<file path="config.mk">
export PLATFORM = sky130hd
export DESIGN_NAME = timer_multi
export DESIGN_NICKNAME = d
export VERILOG_FILES = /design/src/rtl/timer_pkg.sv /design/src/rtl/timer_channel.sv /design/src/rtl/timer_multi.sv
export SDC_FILE = /design/constraint.sdc
export NUM_CORES = 1
export LEC_CHECK = 0
export ABC_CLOCK_PERIOD_IN_PS = 4100
export CAP_MARGIN = 5
export CORE_MARGIN = 1
export CORE_UTILIZATION = 54
export CTS_BUF_LIST = sky130_fd_sc_hd__clkbuf_8
export DETAILED_ROUTE_END_ITERATION = 16
export PLACE_DENSITY = 0.83
export SLEW_MARGIN = 20
export SYNTH_ARGS = -nofsm -noshare
export SYNTH_HDL_FRONTEND = slang
export SYNTH_SLANG_ARGS = --single-unit
</file>
<file path="constraint.sdc">
create_clock -name clk -period 4.1 [get_ports clk]
set_input_delay 0.41 -clock clk [delete_from_list [all_inputs] [get_ports clk]]
set_output_delay 0.41 -clock clk [all_outputs]
set_load 0.005 [all_outputs]
</file>
<file path="src/rtl/timer_pkg.sv">
// timer_pkg: channel state type and default widths shared by timer_multi and timer_channel
package timer_pkg;
  typedef enum logic [1:0] {IDLE = 2'd0, RUN = 2'd1, DONE = 2'd2} ch_state_e;
  localparam int DEF_WIDTH = 64;
  localparam int DEF_PRESCALE_W = 16;
endpackage

</file>
<file path="src/rtl/timer_channel.sv">
// timer_channel: one compare channel (FSM, counter, shadow compare, sticky pending); in: clk rst tick start stop auto_reload int_en irq_clear cmp_value, out: done irq_pending counter
module timer_channel import timer_pkg::*; #(
  parameter int WIDTH = DEF_WIDTH
) (
  input  logic             clk,
  input  logic             rst,
  input  logic             tick,
  input  logic             start,
  input  logic             stop,
  input  logic             auto_reload,
  input  logic             int_en,
  input  logic             irq_clear,
  input  logic [WIDTH-1:0] cmp_value,
  output logic             done,
  output logic             irq_pending,
  output logic [WIDTH-1:0] counter
);
  ch_state_e state_q, state_d;
  logic [WIDTH-1:0] cnt_q, cnt_d, shadow_q, shadow_d;
  logic done_q, done_d, pend_q, pend_d;
  always_comb begin
    state_d = state_q;
    cnt_d = cnt_q;
    shadow_d = shadow_q;
    done_d = 1'b0;
    pend_d = pend_q & ~irq_clear;
    if (stop) begin
      state_d = IDLE;
    end else if (start) begin
      cnt_d = '0;
      shadow_d = cmp_value;
      state_d = RUN;
    end else if (state_q == RUN && tick) begin
      if (cnt_q == shadow_q) begin
        done_d = 1'b1;
        pend_d = pend_d | int_en;
        cnt_d = auto_reload ? '0 : cnt_q;
        state_d = auto_reload ? RUN : DONE;
      end else begin
        cnt_d = cnt_q + 1'b1;
      end
    end
  end
  always_ff @(posedge clk) begin
    if (rst) begin
      state_q <= IDLE;
      cnt_q <= '0;
      shadow_q <= '0;
      done_q <= 1'b0;
      pend_q <= 1'b0;
    end else begin
      state_q <= state_d;
      cnt_q <= cnt_d;
      shadow_q <= shadow_d;
      done_q <= done_d;
      pend_q <= pend_d;
    end
  end
  assign done = done_q;
  assign irq_pending = pend_q;
  assign counter = cnt_q;
endmodule

</file>
<file path="src/rtl/timer_multi.sv">
// timer_multi: NUM_CH compare channels sharing one prescaler; in: clk rst enable prescale cmp_value start stop auto_reload int_en irq_clear, out: done irq_pending irq counter
module timer_multi import timer_pkg::*; #(
  parameter int WIDTH = DEF_WIDTH,
  parameter int NUM_CH = 4,
  parameter int PRESCALE_W = DEF_PRESCALE_W
) (
  input  logic                    clk,
  input  logic                    rst,
  input  logic                    enable,
  input  logic [PRESCALE_W-1:0]   prescale,
  input  logic [NUM_CH*WIDTH-1:0] cmp_value,
  input  logic [NUM_CH-1:0]       start,
  input  logic [NUM_CH-1:0]       stop,
  input  logic [NUM_CH-1:0]       auto_reload,
  input  logic [NUM_CH-1:0]       int_en,
  input  logic [NUM_CH-1:0]       irq_clear,
  output logic [NUM_CH-1:0]       done,
  output logic [NUM_CH-1:0]       irq_pending,
  output logic                    irq,
  output logic [NUM_CH*WIDTH-1:0] counter
);
  logic [PRESCALE_W-1:0] presc_cnt_q, presc_cnt_d;
  logic tick;
  always_comb begin
    tick = enable && presc_cnt_q >= prescale;
    presc_cnt_d = (!enable || tick) ? '0 : presc_cnt_q + 1'b1;
  end
  always_ff @(posedge clk) begin
    if (rst) presc_cnt_q <= '0;
    else presc_cnt_q <= presc_cnt_d;
  end
  for (genvar g = 0; g < NUM_CH; g++) begin : g_ch
    timer_channel #(.WIDTH(WIDTH)) u_ch (
      .clk(clk),
      .rst(rst),
      .tick(tick),
      .start(start[g]),
      .stop(stop[g]),
      .auto_reload(auto_reload[g]),
      .int_en(int_en[g]),
      .irq_clear(irq_clear[g]),
      .cmp_value(cmp_value[g*WIDTH +: WIDTH]),
      .done(done[g]),
      .irq_pending(irq_pending[g]),
      .counter(counter[g*WIDTH +: WIDTH])
    );
  end
  assign irq = |irq_pending;
endmodule

</file>
Word-level counts from Yosys, hierarchy flattened
Cells that the tools add are included.
{"block": "totals", "regBits": 544, "out_inout_bits": 265, "word_cells": 160}
{"block": "classes", "n_eq_ne": 12, "add_sub_neg": 5, "magnitude_cmp": 1, "reduce_logical": 45, "n_bitwise": 20, "muxes": 52}
{"op": "64-bit two-way mux", "n": 16}
{"op": "64-bit by 1-bit adder with 64-bit output, second input constant", "n": 4}
{"op": "64-bit equality test", "n": 4}
{"op": "1-bit two-way mux", "n": 32}
{"op": "2-bit AND reduction", "n": 12}
{"op": "4-bit OR reduction", "n": 5}
{"op": "16-bit by 1-bit adder with 16-bit output, second input constant", "n": 1}
{"op": "16-bit >= comparator", "n": 1}
{"op": "2-bit nonzero test", "n": 8}
{"op": "3-bit inequality test, second input constant", "n": 4}
{"op": "1-bit inverter", "n": 12}
{"op": "3-bit AND reduction", "n": 4}
{"op": "3-bit OR reduction", "n": 4}
{"op": "2-bit OR reduction", "n": 5}
{"op": "2-bit by 1-bit equality test with 1-bit output, second input constant", "n": 4}
{"op": "2-bit two-way mux", "n": 4}
{"op": "1-bit logical AND", "n": 5}
{"op": "1-bit bitwise AND", "n": 4}
{"op": "1-bit bitwise OR", "n": 4}
{"op": "1-bit logical NOT", "n": 1}
{"op": "1-bit logical OR", "n": 1}

Longest topological paths before layout
{"block": "logic_depth", "word_depth": 7, "depth_mapped": 13, "depth_no_buf": 9}

Hierarchy
A second synthesis with hierarchy kept.
{"block": "hier_totals", "cells_unflattened": 3283, "hier_area_um2": 26549.2}
{"module": "timer_channel", "instances": 4, "cells_per_inst": 788, "seq_area_each_um2": 2642.5, "area_each_um2": 6352.3}
{"module": "timer_multi", "instances": 1, "cells_per_inst": 131, "seq_area_each_um2": 320.3, "area_each_um2": 1139.8}

Worst setup path after synthesis
Ideal clock, no wire load.
{"block": "synth_path", "kind": "input to register", "start": "input prescale[7]", "end": "register g_ch[3].u_ch.cnt_q[18]", "slack_ns": 1.000, "cell_stages": 13, "arrival_time_ns": 2.978, "required_ns": 3.978, "cell_sequence": "inv_1 ha_1 nand3_1 or3_1 o32a_1 buf_6 a21o_1 a221o_1 buf_6 and2_4 buf_6 buf_6 a221o_1"}
{"block": "synth_between", "elab_chain_cells": 5}
{"element": "start: declaration", "line": "timer_multi.sv:10", "text": "input logic [PRESCALE_W-1:0] prescale,"}
{"element": "16-bit >= comparator", "line": "timer_multi.sv:25", "text": "tick = enable && presc_cnt_q >= prescale;"}
{"element": "1-bit logical AND", "line": "timer_multi.sv:25"}
{"element": "1-bit logical AND", "line": "timer_channel.sv:33", "text": "end else if (state_q == RUN && tick) begin"}
{"element": "2-bit nonzero test (no line)"}
{"element": "3-bit AND reduction (no line)"}
{"element": "end signal: assignment", "line": "timer_channel.sv:53", "text": "cnt_q <= cnt_d;"}
{"element": "end: declaration", "line": "timer_channel.sv:19", "text": "logic [WIDTH-1:0] cnt_q, cnt_d, shadow_q, shadow_d;"}
Every way passes these cells.
A chain may end at the register's enable or synchronous reset.

Worst setup path after layout
{"block": "layout_path", "start": "register presc_cnt_q[0]", "end": "register g_ch[1].u_ch.cnt_q[25]"}
{"block": "layout_between", "elab_chain_cells": 5}
{"element": "start: declaration", "line": "timer_multi.sv:22", "text": "logic [PRESCALE_W-1:0] presc_cnt_q, presc_cnt_d;"}
{"element": "start signal: assignment", "line": "timer_multi.sv:30", "text": "else presc_cnt_q <= presc_cnt_d;"}
{"element": "16-bit >= comparator", "line": "timer_multi.sv:25"}
{"element": "1-bit logical AND", "line": "timer_multi.sv:25"}
{"element": "1-bit logical AND", "line": "timer_channel.sv:33"}
{"element": "2-bit nonzero test (no line)"}
{"element": "3-bit AND reduction (no line)"}
{"element": "end signal: assignment", "line": "timer_channel.sv:53"}
{"element": "end: declaration", "line": "timer_channel.sv:19"}
Every way passes these cells.

==> metrics <==
outcome=finished clean; CTS root buf=clkbuf_8; starting density of the core=0.5488; IO Count=560; Final period util=0.8458; Power Density=325.3 mW/mm²; routability congestion estimate=0.9618; Worst EP required=4710 ps; later-pin clock latency in the skew report=700 ps; Row Count=82; Synth cell types=82; Die Height=228.3 µm; CP Class=reg2reg; r2r endpoint=g_ch[1].u_ch.counter[25]; crit-path max FO=16; Vias per Instance=6.090; DR iter-0 viols=3669; clk buf depth=3; Layout Cells excl Fill=4801; dpl cells=4626; Post-CTS Hold Fix Bufs=0; grt total ovfl=0; nets=4365; Mapped Area=0.02765 mm²; htree depth=3; post-CTS resize count=0; clock slew at reported path FFs=70 ps; share of cells above drive strength 1=0.07351; most frequent cells in the layout=nand2_1, clkdlybuf4s50_1, dfxtp_1; Final Hold Viols=0; leakage power=around 13 nW; Final Skew=22.95 ps; hold depth=2; CP arrival=4080 ps; routed len/inst=20.41 µm; FMAX=0.2884 GHz; TritonCTS Buffers=93; most common cell after layout, fill and taps aside=nand2_1; vias in the first global route=27110; Slew @ Worst Pin=1145 ps; VDD IR max=between 0.0002 and 0.0003 V; Seq/Total Area, Yosys=0.3939; R2R cell count=9; WL final=approximately 98000 µm; Crit-path slowest cell=a221o_1; min Tclk post-route=3468 ps; CTS sink cnt=544; CP delay by family, top=compound AO/OA/AOI/OAI gates; Final ANT Viol Nets=0; min-delay src=rst; pins over their slew limit=0; total power=about 12 mW; Async SR Flop Fraction=0; Die ar.=0.05211 mm²; largest net degree at the start of global routing=118; Seq cells post-synth=544; fin util=0.7136; initial antenna violation count=11; Startpoint Class=flip-flop; critical-path cell list=inv_1 -> ha_1 -> nand2b_1 -> a2111oi_0 -> o32a_1 -> a21o_1 -> a221o_1 -> nand2_1 -> o221ai_1; I/O Buffers=559; syn_nets=3857; first-pass GRT wire length=151500 µm; hold path endpoint=g_ch[2].u_ch.counter[1]; cell count after synthesis=3541; Die X=approximately 230 µm; number of remaining DRC errors=0; post-detail-place hpwl=71340 µm; setup slack after layout=roughly 630 ps; endpoints failing setup=0; crit path capture type=flip-flop; EDFF count, synth=0; Max stage delay on crit path=600 ps; CTS tree=done; WP buf/inv=1; critical path depth=9; worst r2r src=presc_cnt_q[0]; Syn Area/Cell=~7.8 µm²; GRT Resource Usage Total=0.3624; setup TNS=0 ps; # Post-CTS Setup Buffers=0; Yosys warning total=0; Area Growth Syn to Fin=30.03%; flop-to-flop setup slack=630 ps; Main synth FF type=dfxtp_1; Core Area=0.05038 mm²; Place WS=255.1 ps; Max transition margin=0.2326; Hold Path Class=in2reg; RSZ-0062 raised after global routing=false; 1st-pass router iterations=6; max-cap violations=0; Vias=29240
==> worst max path at each step <==
stage,start,end,slack (ps)
after global routing,presc_cnt_q[0],g_ch[1].u_ch.counter[61],360
after detailed placement,prescale[0],g_ch[1].u_ch.counter[25],260
final,presc_cnt_q[0],g_ch[1].u_ch.counter[25],630
after global placement,prescale[7],g_ch[3].u_ch.counter[16],400
after floorplan,prescale[7],g_ch[3].u_ch.counter[18],1000
after CTS,presc_cnt_q[0],g_ch[1].u_ch.counter[25],660
==> power breakdown <==
group / leakage [nW] / total [mW] / internal [mW] / switching [mW]
registers: 4.41 / 5.52 / 5.41 / 0.104
logic: 7.37 / 1.10 / 0.537 / 0.561
clock network: 1.11 / 5.08 / 2.76 / 2.32
==> per-stage QoR <==
stage	hold slack, ps	cell area, µm²
floorplan	425.8	27650
global placement	438.6	33990
detailed placement	446.7	33990
CTS	206.4	35930
global route	240.1	35950
finish	236.1	35950
==> synth_stat cells, types with 8 or more instances <==
cell type | n | area (µm²)
nand2_1 | 721 | 2706
dfxtp_1 | 544 | 10890
a21oi_1 | 321 | 1607
clkbuf_1 | 206 | 773.2
nand3_1 | 199 | 996.0
xnor2_1 | 198 | 1734
nor2_1 | 141 | 529.3
nand4_1 | 136 | 850.8
inv_1 | 96 | 360.4
o21ai_0 | 77 | 385.4
xor2_1 | 72 | 630.6
and3_1 | 70 | 437.9
nor3_1 | 69 | 345.3
a31oi_1 | 67 | 419.2
nor4_1 | 66 | 412.9
mux2i_1 | 59 | 590.6
a22oi_1 | 57 | 427.9
a2bb2oi_1 | 44 | 385.4
or3_1 | 34 | 212.7
and4_1 | 27 | 236.5
a221o_1 | 26 | 260.3
buf_1 | 22 | 82.58
ha_1 | 21 | 262.8
and2_1 | 16 | 100.1
a41oi_1 | 15 | 131.4
o21a_1 | 15 | 112.6
or2_2 | 14 | 87.58
a211o_1 | 12 | 105.1
buf_2 | 12 | 60.06
nand2b_1 | 12 | 75.07
a21o_1 | 11 | 82.58
a22o_1 | 10 | 87.58
o211ai_1 | 10 | 75.07
or4_1 | 10 | 75.07
buf_4 | 8 | 60.06
o31ai_1 | 8 | 60.06
==> kinds of logic (layout without fill, tap and decap cells) <==
| group | count (synthesis) | count (layout) | synth area share |
|---|---|---|---|
| buffers and inverters | 350 | 931 | 0.05028 |
| and+or+nand+nor | 1554 | 1554 | 0.2675 |
| muxes | 63 | 63 | 0.02299 |
| AOI/OAI and AO/OA | 739 | 739 | 0.1703 |
| other | 0 | 7 | 0 |
| adders and majority gates | 21 | 21 | 0.009503 |
| DFF | 544 | 544 | 0.3939 |
| xor gates and xnor gates | 270 | 270 | 0.08553 |
==> layer usage <==
metal / part of all wire / track usage / up-vias
li1: - / - / 13588
met1: 0.40 / 0.4646 / 13675
met2: 0.45 / 0.5792 / 1675
met3: 0.10 / 0.08113 / 296
met4: 0.047 / 0.1680 / 6
met5: 0.00043 / 0 / -
==> registers in the layout, indices dropped and copies added, names as in the netlist <==
signal / cells
g_ch.u_ch.done: 4
g_ch.u_ch.state_q: 8
g_ch.u_ch.irq_pending: 4
presc_cnt_q: 16
g_ch.u_ch.counter: 256
g_ch.u_ch.shadow_q: 256
==> cell type report <==
class                           count  area (µm²)
Antenna cell                        7       17.52
Clock buffer                      120        1652
Clock inverter                     48       287.8
Fill cell                        3969       14430
Inverter                           97       364.1
Multi-Input combinational cell   2647       15480
Sequential cell                   544       10890
Tap cell                          672       840.8
Timing Repair Buffer              666        6416
Power figures use the tool's default switching activity.
